<file path="src/rtl/ones_vector_gen_pkg.sv">
// ones_vector_pkg: shared constants, FSM state type and chunk helper for the
// ones_vector_gen block (builds a WIDTH-bit vector holding exactly N ones).
// Optional macro: ONES_VECTOR_GEN_ROTATE_EN (adds a rotate offset; see top).
package ones_vector_pkg;

  localparam int WIDTH  = 255;                          // output vector width
  localparam int CNT_W  = $clog2(WIDTH + 1);            // count width (8)
  localparam int CHUNK  = 16;                           // bits resolved per BUILD cycle
  localparam int NCHUNK = (WIDTH + CHUNK - 1) / CHUNK;  // BUILD cycles per vector
  localparam int IDX_W  = (NCHUNK > 1) ? $clog2(NCHUNK) : 1;

  typedef enum logic [1:0] {
    IDLE  = 2'd0,
    BUILD = 2'd1,
    DONE  = 2'd2
  } state_e;

  // First bit position of chunk idx; CNT_W+1 bits so positions up to WIDTH fit.
  function automatic logic [CNT_W:0] chunk_base(input logic [IDX_W-1:0] idx);
    return (CNT_W+1)'(int'(idx) * CHUNK);
  endfunction

endpackage

</file>
<file path="src/rtl/ones_vector_gen_if.sv">
// ones_vector_gen_if: request/response bundle of ones_vector_gen.
//   in_valid/in_ready/count[/offset] : request handshake (towards the block)
//   out_valid/out_ready/out          : completed vector handshake (from the block)
// slave modport = the generator, master modport = its driver.
// Optional macro: ONES_VECTOR_GEN_ROTATE_EN adds the offset signal.
interface ones_vector_gen_if;
  import ones_vector_pkg::*;

  logic             in_valid;
  logic             in_ready;
  logic [CNT_W-1:0] count;
`ifdef ONES_VECTOR_GEN_ROTATE_EN
  logic [CNT_W-1:0] offset;
`endif
  logic             out_valid;
  logic             out_ready;
  logic [WIDTH-1:0] out;

`ifdef ONES_VECTOR_GEN_ROTATE_EN
  modport slave  (input  in_valid, count, offset, out_ready,
                  output in_ready, out_valid, out);
  modport master (output in_valid, count, offset, out_ready,
                  input  in_ready, out_valid, out);
`else
  modport slave  (input  in_valid, count, out_ready,
                  output in_ready, out_valid, out);
  modport master (output in_valid, count, out_ready,
                  input  in_ready, out_valid, out);
`endif

endinterface

</file>
<file path="src/rtl/ones_vector_gen_mask.sv">
// ones_chunk_mask: combinational mask for one CHUNK-bit slice of the vector.
//   idx_i    : chunk index being resolved
//   count_i  : captured (saturated) number of ones
//   offset_i : captured start position, already < WIDTH (ROTATE_EN only)
//   mask_o   : bit j = 1 when position idx*CHUNK+j lies inside the run of ones
// Positions >= WIDTH always resolve to 0.
// Optional macro: ONES_VECTOR_GEN_ROTATE_EN.
module ones_chunk_mask
  import ones_vector_pkg::*;
(
  input  logic [IDX_W-1:0] idx_i,
  input  logic [CNT_W-1:0] count_i,
`ifdef ONES_VECTOR_GEN_ROTATE_EN
  input  logic [CNT_W-1:0] offset_i,
`endif
  output logic [CHUNK-1:0] mask_o
);

  localparam logic [CNT_W:0] W_EXT = (CNT_W+1)'(WIDTH);

  logic [CNT_W:0] base;
  assign base = chunk_base(idx_i);

  for (genvar j = 0; j < CHUNK; j++) begin : g_lane
    logic [CNT_W:0] k;    // absolute bit position
    logic [CNT_W:0] rel;  // distance from start of the run, mod WIDTH
    assign k = base + (CNT_W+1)'(j);
`ifdef ONES_VECTOR_GEN_ROTATE_EN
    // k and offset are both < WIDTH, so one conditional add folds the wrap.
    assign rel = (k >= {1'b0, offset_i}) ? k - {1'b0, offset_i}
                                         : k + W_EXT - {1'b0, offset_i};
`else
    assign rel = k;
`endif
    assign mask_o[j] = (k < W_EXT) && (rel < {1'b0, count_i});
  end

endmodule

</file>
<file path="src/rtl/ones_vector_gen.sv">
// ones_vector_gen: builds a WIDTH-bit thermometer vector with exactly count
// ones (bit 0 upward), CHUNK bits per cycle, behind valid/ready handshakes.
//   clk  : clock, rising edge
//   rst  : synchronous reset, active high; aborts any build, clears out
//   bus  : ones_vector_gen_if.slave (in_valid/in_ready/count[/offset],
//          out_valid/out_ready/out)
// FSM IDLE -> BUILD (NCHUNK cycles) -> DONE (hold until out_ready) -> IDLE.
// out_valid rises NCHUNK edges after the accepting edge; out holds the last
// completed vector until the next one finishes.
// Optional macro: ONES_VECTOR_GEN_ROTATE_EN -- run of ones starts at offset
// and wraps from bit WIDTH-1 to bit 0.
module ones_vector_gen
  import ones_vector_pkg::*;
(
  input  logic               clk,
  input  logic               rst,
  ones_vector_gen_if.slave   bus
);

  state_e           state_q;
  logic [IDX_W-1:0] idx_q;
  logic [CNT_W-1:0] cnt_q;
  logic [WIDTH-1:0] vec_q;
  logic [WIDTH-1:0] vec_d;
  logic [WIDTH-1:0] out_q;
  logic             in_ready_q;
  logic             out_valid_q;
  logic [CHUNK-1:0] mask;
  logic [CNT_W-1:0] cnt_sat;

  // Saturate to WIDTH; only reachable when WIDTH < 2^CNT_W-1.
  assign cnt_sat = ({1'b0, bus.count} > (CNT_W+1)'(WIDTH)) ? CNT_W'(WIDTH) : bus.count;

`ifdef ONES_VECTOR_GEN_ROTATE_EN
  logic [CNT_W-1:0] off_q;
  logic [CNT_W-1:0] off_mod;
  // offset < 2^CNT_W <= 2*WIDTH, so a single subtraction reduces mod WIDTH.
  assign off_mod = ({1'b0, bus.offset} >= (CNT_W+1)'(WIDTH)) ? bus.offset - CNT_W'(WIDTH)
                                                             : bus.offset;
`endif

  ones_chunk_mask u_mask (
    .idx_i    (idx_q),
    .count_i  (cnt_q),
`ifdef ONES_VECTOR_GEN_ROTATE_EN
    .offset_i (off_q),
`endif
    .mask_o   (mask)
  );

  // Merge the freshly resolved chunk into the working vector.
  for (genvar k = 0; k < WIDTH; k++) begin : g_bit
    localparam logic [IDX_W-1:0] KIDX = IDX_W'(k / CHUNK);
    assign vec_d[k] = (idx_q == KIDX) ? mask[k % CHUNK] : vec_q[k];
  end

  always_ff @(posedge clk) begin
    if (rst) begin
      state_q     <= IDLE;
      idx_q       <= '0;
      cnt_q       <= '0;
      vec_q       <= '0;
      out_q       <= '0;
      in_ready_q  <= 1'b1;
      out_valid_q <= 1'b0;
`ifdef ONES_VECTOR_GEN_ROTATE_EN
      off_q       <= '0;
`endif
    end else begin
      case (state_q)
        IDLE: begin
          if (bus.in_valid && in_ready_q) begin
            cnt_q      <= cnt_sat;
`ifdef ONES_VECTOR_GEN_ROTATE_EN
            off_q      <= off_mod;
`endif
            vec_q      <= '0;
            idx_q      <= '0;
            in_ready_q <= 1'b0;
            state_q    <= BUILD;
          end
        end
        BUILD: begin
          vec_q <= vec_d;
          idx_q <= idx_q + 1'b1;
          if (idx_q == IDX_W'(NCHUNK - 1)) begin
            out_q       <= vec_d;
            out_valid_q <= 1'b1;
            state_q     <= DONE;
          end
        end
        DONE: begin
          if (bus.out_ready) begin
            out_valid_q <= 1'b0;
            in_ready_q  <= 1'b1;
            state_q     <= IDLE;
          end
        end
        default: begin
          out_valid_q <= 1'b0;
          in_ready_q  <= 1'b1;
          state_q     <= IDLE;
        end
      endcase
    end
  end

  assign bus.in_ready  = in_ready_q;
  assign bus.out_valid = out_valid_q;
  assign bus.out       = out_q;

endmodule

</file>
<file path="src/flat_wrapper.sv">
// flat-port wrapper written by rule: the top's interface ports become plain ports
module ones_vector_gen_flat import ones_vector_pkg::*;
  (clk, rst, bus_in_valid, bus_count, bus_out_ready, bus_in_ready, bus_out_valid, bus_out);
  ones_vector_gen_if bus_i ();
  input  logic clk;
  input  logic rst;
  input wire logic [$bits(bus_i.in_valid)-1:0] bus_in_valid;
  input wire logic [$bits(bus_i.count)-1:0] bus_count;
  input wire logic [$bits(bus_i.out_ready)-1:0] bus_out_ready;
  output wire logic [$bits(bus_i.in_ready)-1:0] bus_in_ready;
  output wire logic [$bits(bus_i.out_valid)-1:0] bus_out_valid;
  output wire logic [$bits(bus_i.out)-1:0] bus_out;
  assign bus_i.in_valid = bus_in_valid;
  assign bus_i.count = bus_count;
  assign bus_i.out_ready = bus_out_ready;
  assign bus_in_ready = bus_i.in_ready;
  assign bus_out_valid = bus_i.out_valid;
  assign bus_out = bus_i.out;
  ones_vector_gen u_core (.clk(clk), .rst(rst), .bus(bus_i));
endmodule
</file>
<file path="config.mk">
export PLATFORM = sky130hd
export DESIGN_NAME = ones_vector_gen_flat
export DESIGN_NICKNAME = d
export VERILOG_FILES = /design/src/rtl/ones_vector_gen_pkg.sv /design/src/rtl/ones_vector_gen_if.sv /design/src/rtl/ones_vector_gen_mask.sv /design/src/rtl/ones_vector_gen.sv /design/src/flat_wrapper.sv
export SDC_FILE = /design/constraint.sdc
export NUM_CORES = 1
export LEC_CHECK = 0
export BUFFER_PORTS_ARGS = -buffer_cell sky130_fd_sc_hd__buf_4
export CORE_UTILIZATION = 40
export CTS_CLUSTER_DIAMETER = 50
export DETAILED_ROUTE_END_ITERATION = 7
export PLACE_DENSITY = 0.59
export SYNTH_ARGS = -nofsm -noshare
export SYNTH_HDL_FRONTEND = slang
export SYNTH_SLANG_ARGS = --single-unit
</file>
<file path="constraint.sdc">
create_clock -name clk -period 5.45 [get_ports clk]
set_input_delay 1.09 -clock clk [delete_from_list [all_inputs] [get_ports clk]]
set_output_delay 1.09 -clock clk [all_outputs]
set_load 0.005 [all_outputs]
</file>
## Word level (Yosys, flattened, before mapping)

Index checks and enable logic that the tools add are counted.

| storage, ports and cells | value |
|---|---|
| flip-flop bits (word level) | 526 |
| input bits | 12 |
| output and inout port bits | 257 |
| word-level logic and storage cells | 372 |

| operators by class | value |
|---|---|
| add/sub/neg operators | 16 |
| order comparisons | 32 |
| equality and inequality tests | 20 |
| mux-type cells | 269 |
| bitwise operators | 2 |
| reduce and logical (&&, ||, !) cells | 26 |

Operators by type and width:

| operator | count |
|---|---|
| $pmux W255 S2 | 1 |
| $mux W1 | 259 |
| $mux W255 | 1 |
| $lt A9 B8 Y1 | 15 |
| $lt A9 B8 Y1 const B | 15 |
| $add A8 B4 Y9 const B | 8 |
| $add A8 B3 Y9 const B | 4 |
| $eq A4 B4 Y1 const B | 8 |
| $add A8 B2 Y9 const B | 2 |
| $logic_and A1 B1 Y1 | 17 |
| $eq A4 B3 Y1 const B | 4 |
| $add A8 B1 Y9 const B | 1 |
| $reduce_and A3 Y1 | 3 |
| $eq A4 B2 Y1 const B | 2 |
| $lt A8 B8 Y1 | 1 |
| $lt A8 B8 Y1 const B | 1 |
| $pmux W4 S2 | 1 |
| $mux W2 | 3 |
| $pmux W1 S3 | 2 |
| $pmux W2 S3 | 1 |
| $reduce_and A2 Y1 | 3 |
| $add A4 B1 Y4 const B | 1 |
| $eq A4 B1 Y1 const B | 1 |
| $logic_not A4 Y1 | 1 |
| 8 further kinds | 10 |

## Logic depth before layout (Yosys ltp)

Gate-level depths: netlist of run 1.

| logic depth | value |
|---|---|
| depth in word-level cells | 5 |
| depth in mapped cells | 9 |
| mapped depth without buffers | 6 |

## Modules after synthesis

A second synthesis of run 1 with hierarchy kept.

| second synthesis, totals | value |
|---|---|
| cells, all modules | 2,259 |
| area total of the unflattened synthesis | 22,128.7 um2 |

By module, submodules not included:

| module | times used | cells each | area each (um2) | seq. area each (um2) |
|---|---|---|---|---|
| ones_vector_gen | 1 | 2,201 | 21,739.6 | 10,229.8 |
| ones_chunk_mask | 1 | 58 | 389.1 | 0.0 |

## Least setup slack after synthesis of run 1

OpenSTA, ideal clock, no wires.

| timing path | value |
|---|---|
| path kind | input port to flip-flop |
| start point | input port bus_in_valid |
| end point | register u_core.vec_q[20] |
| library setup time | 125 ps |
| data arrival time | 2,260 ps |
| data required time | 5,325 ps |
| path slack | 3,064 ps |
| stages | 7 |
| path buffers | 3 |
| cells stage by stage | a21oi_1 > or2_2 > buf_4 > buf_6 > o21ba_2 > buf_2 > o2bb2ai_1 |

| on the way | value |
|---|---|
| cells in the longest elaborated chain, start to end | 3 |

RTL lines:

| element | line | source |
|---|---|---|
| from (decl) | flat_wrapper.sv:7 | `input wire logic [$bits(bus_i.in_valid)-1:0] bus_in_valid;` |
| $logic_and A1 B1 Y1 | ones_vector_gen.sv:72 | `if (bus.in_valid && in_ready_q) begin` |
| $ne A2 B1 Y1 (no line) | -- |  |
| $reduce_and A2 Y1 (no line) | -- |  |
| to (signal assigned) | ones_vector_gen.sv:84 | `vec_q <= vec_d;` |
| to (decl) | ones_vector_gen.sv:23 | `logic [WIDTH-1:0] vec_q;` |

No other way between the ends.
A chain may end at the register's enable or synchronous reset.

## Final worst setup path of run 1

| timing path | value |
|---|---|
| start point | register u_core.idx_q[2] |
| end point | register u_core.vec_q[204] |

| on the way | value |
|---|---|
| cells in the longest elaborated chain, start to end | 5 |
| elaborated cells between the ends (all ways) | 7 |
| those cells by class | 1 x add/sub; 2 x order compare; 1 x eq/ne; 2 x mux; 1 x reduce/logical |

RTL lines:

| element | line | source |
|---|---|---|
| from (decl) | ones_vector_gen.sv:21 | `logic [IDX_W-1:0] idx_q;` |
| from (signal assigned) | ones_vector_gen.sv:85 | `idx_q <= idx_q + 1'b1;` |
| $add A8 B4 Y9 | ones_vector_gen_mask.sv:27 | `assign k = base + (CNT_W+1)'(j);` |
| $lt A9 B8 Y1 | ones_vector_gen_mask.sv:35 | `assign mask_o[j] = (k < W_EXT) && (rel < {1'b0, count_i});` |
| $logic_and A1 B1 Y1 | ones_vector_gen_mask.sv:35 |  |
| $mux W1 (*) | ones_vector_gen.sv:54 | `assign vec_d[k] = (idx_q == KIDX) ? mask[k % CHUNK] : vec_q[k];` |
| $pmux W255 S2 (*) | ones_vector_gen.sv:70 | `case (state_q)` |

Mark *: on every way between the ends. The rest lies on a longest branch, timed or not.

==> metrics, run 1 <==
outcome finished, final reports clean; Starting Density 40.62%; setup TNS 0 ns; placed cell area 20,870 µm²; height of the die 219.4 µm; area share of the largest cell type after synthesis 54.10%; vias in the first global route 15,050; Yosys reg bits 511; Post-DP HPWL 38.58 mm; Synth Net Count 2,083; nets 2,219; Hold Fails Final Rpt 0; Fmax 263.5 MHz; Worst-Margin Slew 1.217 ns; DRT Pass-1 Iters 5; async set-reset flop share out of synthesis 0%; Min-Delay Path Class flop to flop; post-synth cell types 63; leading post-synthesis cells by cell area dfxtp_1, o2bb2ai_1, a21oi_1; clk_skew 0.03329 ns; crit path from u_core.idx_q[2]; commonest cells after routing, fill and taps aside dfxtp_1, nand2_1, buf_4; I/O Pins 269; CTS resizes 0; Final Cell Area 22,760 µm²; ys flop type dfxtp_1; Cells after Synth 2,062; first-pass GRT wire length 91.74 mm; TritonCTS clock tree yes; fin crit share 69.64%; Port Buffers 268; final global-route overflow total 0; Layout area overhead 20.37%; maximum VDD drop 0.2045 mV; Antenna diodes 0; Yosys warning count 0; largest net degree at the start of global routing 180; startpoint types flop; most common cell after layout, fill and taps aside dfxtp_1; H-tree depth 2; DRT antenna net count 0; EDFF count, synth 0; WL/cell 21.39 µm; CTS Hold Bufs 0; clock slew at reported path FFs 0.06 ns; fill cell count 4,372; Setup crit end kind flop; share of layout cells above drive strength 1 18.21%; # DRC 0; initial antenna violation count 0; LEAKAGE 8.191 nW; routability cong. 0.8453; CP arrival 4.29 ns; Core Box Area 46,560 µm²; fin. max-slew vios 0; clk_lat worst skew 0.60 ns; full die area 48,150 µm²; largest area contributor in the netlist dfxtp_1; clk root buf clkbuf_16; Vias 16,120; sequential fraction of the synthesis area 54.10%; Max Cap Viol 0; postcts setup bufs 0; Slew headroom 18.89%; RSZ-0062 raised after global routing no; CTS Buffer Depth 3; GR Util All Layers 24.59%; Syn Area/Cell 9.170 µm²; peak fanout along the critical path 57; final WL 60.91 mm; final setup fails 0; total clock sinks 511; fin crit period 3.795 ns; WS Path Type flop to flop; min-delay src u_core.vec_q[200]; PwrDens 365.9 nW/µm²; Synth Cell Area 18,910 µm²; TritonCTS Buffers 54; WP data required 5.94 ns; Die Wd 219.4 µm; initial drt markers 1,495; Placement Rows 79; reg-to-reg critical path startpoint u_core.idx_q[2]; vias per std cell 5.663
synth_stat cells, types with 26 or more instances:
cell type  number
a211oi_1       26
a21oi_1       256
a32oi_1        36
buf_2          69
clkbuf_1       88
dfxtp_1       511
nand2_1       323
nand3_1       153
nand3b_1       35
nor2_1        109
o21ai_0        52
o2bb2ai_1     147
kinds of logic (layout without fill, tap and decap cells):
logic type | Yosys count | in the layout | share of synthesized area, %
flip-flops | 511 | 511 | 54.10
AND/OR/NAND/NOR | 728 | 728 | 17.88
buffers and inverters | 216 | 394 | 5.638
adder cells (fa/ha/maj) | 9 | 9 | 0.5955
AO/OA/AOI/OAI | 597 | 597 | 21.74
XOR/XNOR | 1 | 1 | 0.04633
final timing paths:
kind / endpoint / slack (ns) / cells after the start
max reg2reg: u_core.vec_q[204] / 1.65 / 6
min: u_core.vec_q[200] / 0.45 / 2
min reg2reg: u_core.vec_q[200] / 0.45 / 2
max: u_core.vec_q[204] / 1.65 / 6
critical path: stages, from the launching register on:
cell     delay [ns]
dfxtp_1        0.83
ha_1           0.44
a21o_1         0.29
a21oi_4        0.56
buf_4          0.60
nand3_2        0.60
o21ai_0        0.34
final cells by class:
cell class / instances / area, µm² / area share (%)
clock buffer: 76 / 1544 / 6.783
tap: 607 / 759.5 / 3.337
sequential: 511 / 10230 / 44.94
clock inverter: 22 / 350.3 / 1.539
timing repair buffer: 284 / 2165 / 9.510
inverter: 12 / 45.04 / 0.1979
multi-input combinational: 1335 / 7669 / 33.69
metrics by stage:
step	setup slack [ns]	util, %	cells	hold slack (ns)	total power [mW]
after global routing	1.432	48.89	2847	0.4634	8.574
after detailed placement	1.696	44.82	2749	0.4411	4.499
final	1.655	48.89	2847	0.4498	8.328
after CTS	1.708	48.89	2847	0.4429	8.382
after global placement	1.874	44.82	2749	0.4386	4.492
after floorplan	3.064	-	2062	0.4284	4.236
where the power goes:
group / internal, mW / leakage, nW / switching (mW)
Sequential: 3.75 / 4.12 / 0.0209
Clock: 2.36 / 0.923 / 1.54
Combinational: 0.112 / 3.15 / 0.540
flip-flops by register name (all words and copies together), names as in the netlist:
register              count
u_core.bus.out          255
u_core.vec_q            240
u_core.cnt_q              8
u_core.idx_q              4
u_core.state_q            2
u_core.bus.in_ready       1
u_core.bus.out_valid      1
metal layers:
metal	global-route usage, %	share of wire [%]
met1	35.60	46
met2	37.77	46
met3	2.869	5.9
met4	8.079	2.6
met5	0	0
No activity file was read; power rests on OpenSTA's default activity.
==> inputs of run 2 (changes only) <==
--- a/config.mk
+++ b/config.mk
@@ -5,11 +5,12 @@
 export SDC_FILE = /design/constraint.sdc
 export NUM_CORES = 1
 export LEC_CHECK = 0
+export ABC_AREA = 1
 export BUFFER_PORTS_ARGS = -buffer_cell sky130_fd_sc_hd__buf_4
 export CORE_UTILIZATION = 40
 export CTS_CLUSTER_DIAMETER = 50
 export DETAILED_ROUTE_END_ITERATION = 7
-export PLACE_DENSITY = 0.59
+export PLACE_DENSITY = 0.61
 export SYNTH_ARGS = -nofsm -noshare
 export SYNTH_HDL_FRONTEND = slang
 export SYNTH_SLANG_ARGS = --single-unit
==> constraint.sdc (replaced) <==
create_clock -name clk -period 3.44 [get_ports clk]
set_input_delay 0.688 -clock clk [delete_from_list [all_inputs] [get_ports clk]]
set_output_delay 0.688 -clock clk [all_outputs]
set_load 0.005 [all_outputs]
==> run 2 against run 1 <==
Routed wire length grew 12%. Clock skew down 0.0031 ns. Cell count rose by 51%. Sequential cell count did not move. Via count grew 30%. Worst hold slack worse by 0.075 ns. Non-clock buffer count increased by 27. First-iteration DRC count fell by 1.1%. Final area is 20% higher. Die area increased by 19%. Fmax rose by 27%. Synthesized cell count is 62% higher.
==> metrics, run 2 <==
ys flop type dfxtp_1; leading post-synthesis cells by cell area dfxtp_1, nand2_1, nor2_1; I/O Pins 269; full die area 57,510 µm²; first-pass GRT wire length 105.7 mm; Hold Fails Final Rpt 0; total clock sinks 511; reg-to-reg critical path startpoint u_core.idx_q[3]; hold slack final 0.3750 ns; vias per std cell 4.890; Setup crit end kind flop; initial antenna violation count 0; pre-CTS WS 0.5013 ns; Synth Cell Area 22,620 µm²; DR top layer met4; PwrDens 527.5 nW/µm²; GR Util All Layers 23.52%; postcts setup bufs 0; final setup fails 0; Final Cell Area 27,340 µm²; clk root buf clkbuf_16; final WL 68.41 mm; Fmax 334.8 MHz; Port Buffers 268; area share of the largest cell type after synthesis 45.22%; CP bufs+invs 2; Layout area overhead 20.83%; Critical-path top delay cell nand2_1; cell mode on critical path nand2_1; Starting Density 40.74%; switching fraction of total power 27.72%; Synth Net Count 3,355; clk_lat worst skew 0.60 ns; sequential fraction of the synthesis area 45.22%; placed cell area 25,120 µm²; # DRC 0; clock network power share 48.2%; clk_skew 0.03016 ns; count leader, synth nand2_1; wire length on met1 31.48 mm; post-synth cell types 25; combinational share of power 10.2%; outcome finished, final reports clean; DRT antenna net count 0; CTS Hold Bufs 0; DRT Pass-1 Iters 6; WS Path Type flop to flop; Power Total 14.42 mW; Yosys warning count 0; final global-route overflow total 0; Max Cap Viol 0; Core Box Area 55,520 µm²; CP cell instances ha_1, nand2_2, inv_1, a21oi_4, nand2_1, buf_4, nand2_1, nand3_1, a21oi_1; crit path from u_core.idx_q[3]; Slew headroom 30.28%; Cells after Synth 3,334; vias in the first global route 18,890; EDFF count, synth 0; Min-Delay Path Class input pin to flop; CP arrival 3.49 ns; Max stage delay on crit path 0.73 ns; routability cong. 0.8234; startpoint types flop; Yosys reg bits 511; TritonCTS Buffers 67; fin. max-slew vios 0; Int Pwr 10.42 mW; Psw 3.997 mW; share of layout cells above drive strength 1 16.40%; most common cell after layout, fill and taps aside nand2_1; sequential share of power 41.5%; Placement Rows 86; Worst-Margin Slew 1.046 ns; fin crit share 86.84%; Vias 20,980; Post-DP HPWL 40.76 mm; Final WS setup 0.4527 ns; peak fanout along the critical path 17; RSZ-0062 raised after global routing no; largest net degree at the start of global routing 186; commonest cells after routing, fill and taps aside nand2_1, dfxtp_1, nor2_1; largest area contributor in the netlist dfxtp_1; CTS resizes 0; setup TNS 0 ns; final core occ 49.23%; maximum VDD drop 0.4203 mV; initial drt markers 1,478; Syn Area/Cell 6.786 µm²; min-delay src bus_out_ready; met2 wire length 31.24 mm; Cells after DPL 4,171; Top delay family on crit path simple AND/OR/NAND/NOR gates; Largest register FFs 255; non-filler instance count after layout 4,291; CTS Buffer Depth 3; height of the die 239.8 µm; Antenna diodes 0; clock slew at reported path FFs 0.06 ns; nets 3,513; H-tree depth 3; LEAKAGE 12.41 nW; met3 routed WL 4.191 mm; TritonCTS clock tree yes; fin crit period 2.987 ns; fill cell count 5,722; async set-reset flop share out of synthesis 0%; commonest cells in the netlist nand2_1, dfxtp_1, nor2_1; Die Wd 239.8 µm; Reg2Reg Setup Slack 0.45 ns; WL/cell 15.94 µm; WP data required 3.94 ns
-- run 2: power groups by stage --
| stage | combinational (mW) | sequential, mW | clock (mW) |
|---|---|---|---|
| after CTS | 1.49 | 5.99 | 7.12 |
| final | 1.48 | 5.99 | 6.96 |
| after detailed placement | 1.48 | 6.12 | 0 |
| after global routing | 1.57 | 5.99 | 7.33 |
| after floorplan | 0.803 | 6.11 | 0 |
| after global placement | 1.48 | 6.11 | 0 |
-- run 2: layout make-up --
| class | instances | area [µm²] | area share (%) |
|---|---|---|---|
| multi-input combinational | 2321 | 10390 | 38.02 |
| sequential | 511 | 10230 | 37.42 |
| timing repair buffer | 311 | 2492 | 9.118 |
| clock buffer | 91 | 1919 | 7.021 |
| inverter | 280 | 1066 | 3.900 |
| tap | 748 | 935.9 | 3.424 |
| clock inverter | 29 | 300.3 | 1.098 |
-- run 2: path summary, 6_finish.rpt --
path	to	depth (start not counted)
min reg2reg	u_core.vec_q[66]	2
max reg2reg	u_core.vec_q[185]	9
max	u_core.vec_q[185]	9
min	u_core.state_q[1]	4
-- run 2: layer usage --
layer / GRT usage, % / vias up
li1: - / 10850
met1: 31.31 / 9511
met2: 38.29 / 528
met3: 4.910 / 96
met4: 6.601 / 0
met5: 0 / -
-- run 2: cell families (layout without fill, tap and decap cells) --
| family | after synthesis | after routing | synth area share (%) |
|---|---|---|---|
| simple gates | 1734 | 1734 | 31.56 |
| compound gates | 578 | 578 | 13.67 |
| flops | 511 | 511 | 45.22 |
| fa+ha+maj | 9 | 9 | 0.4978 |
| buf+inv | 502 | 711 | 9.054 |
-- run 2: worst min-delay path: cells and delay by family --
kind	cells	cell delay, ns
simple gates	2	0.10
buf+inv	1	0.08
compound gates	1	0.06
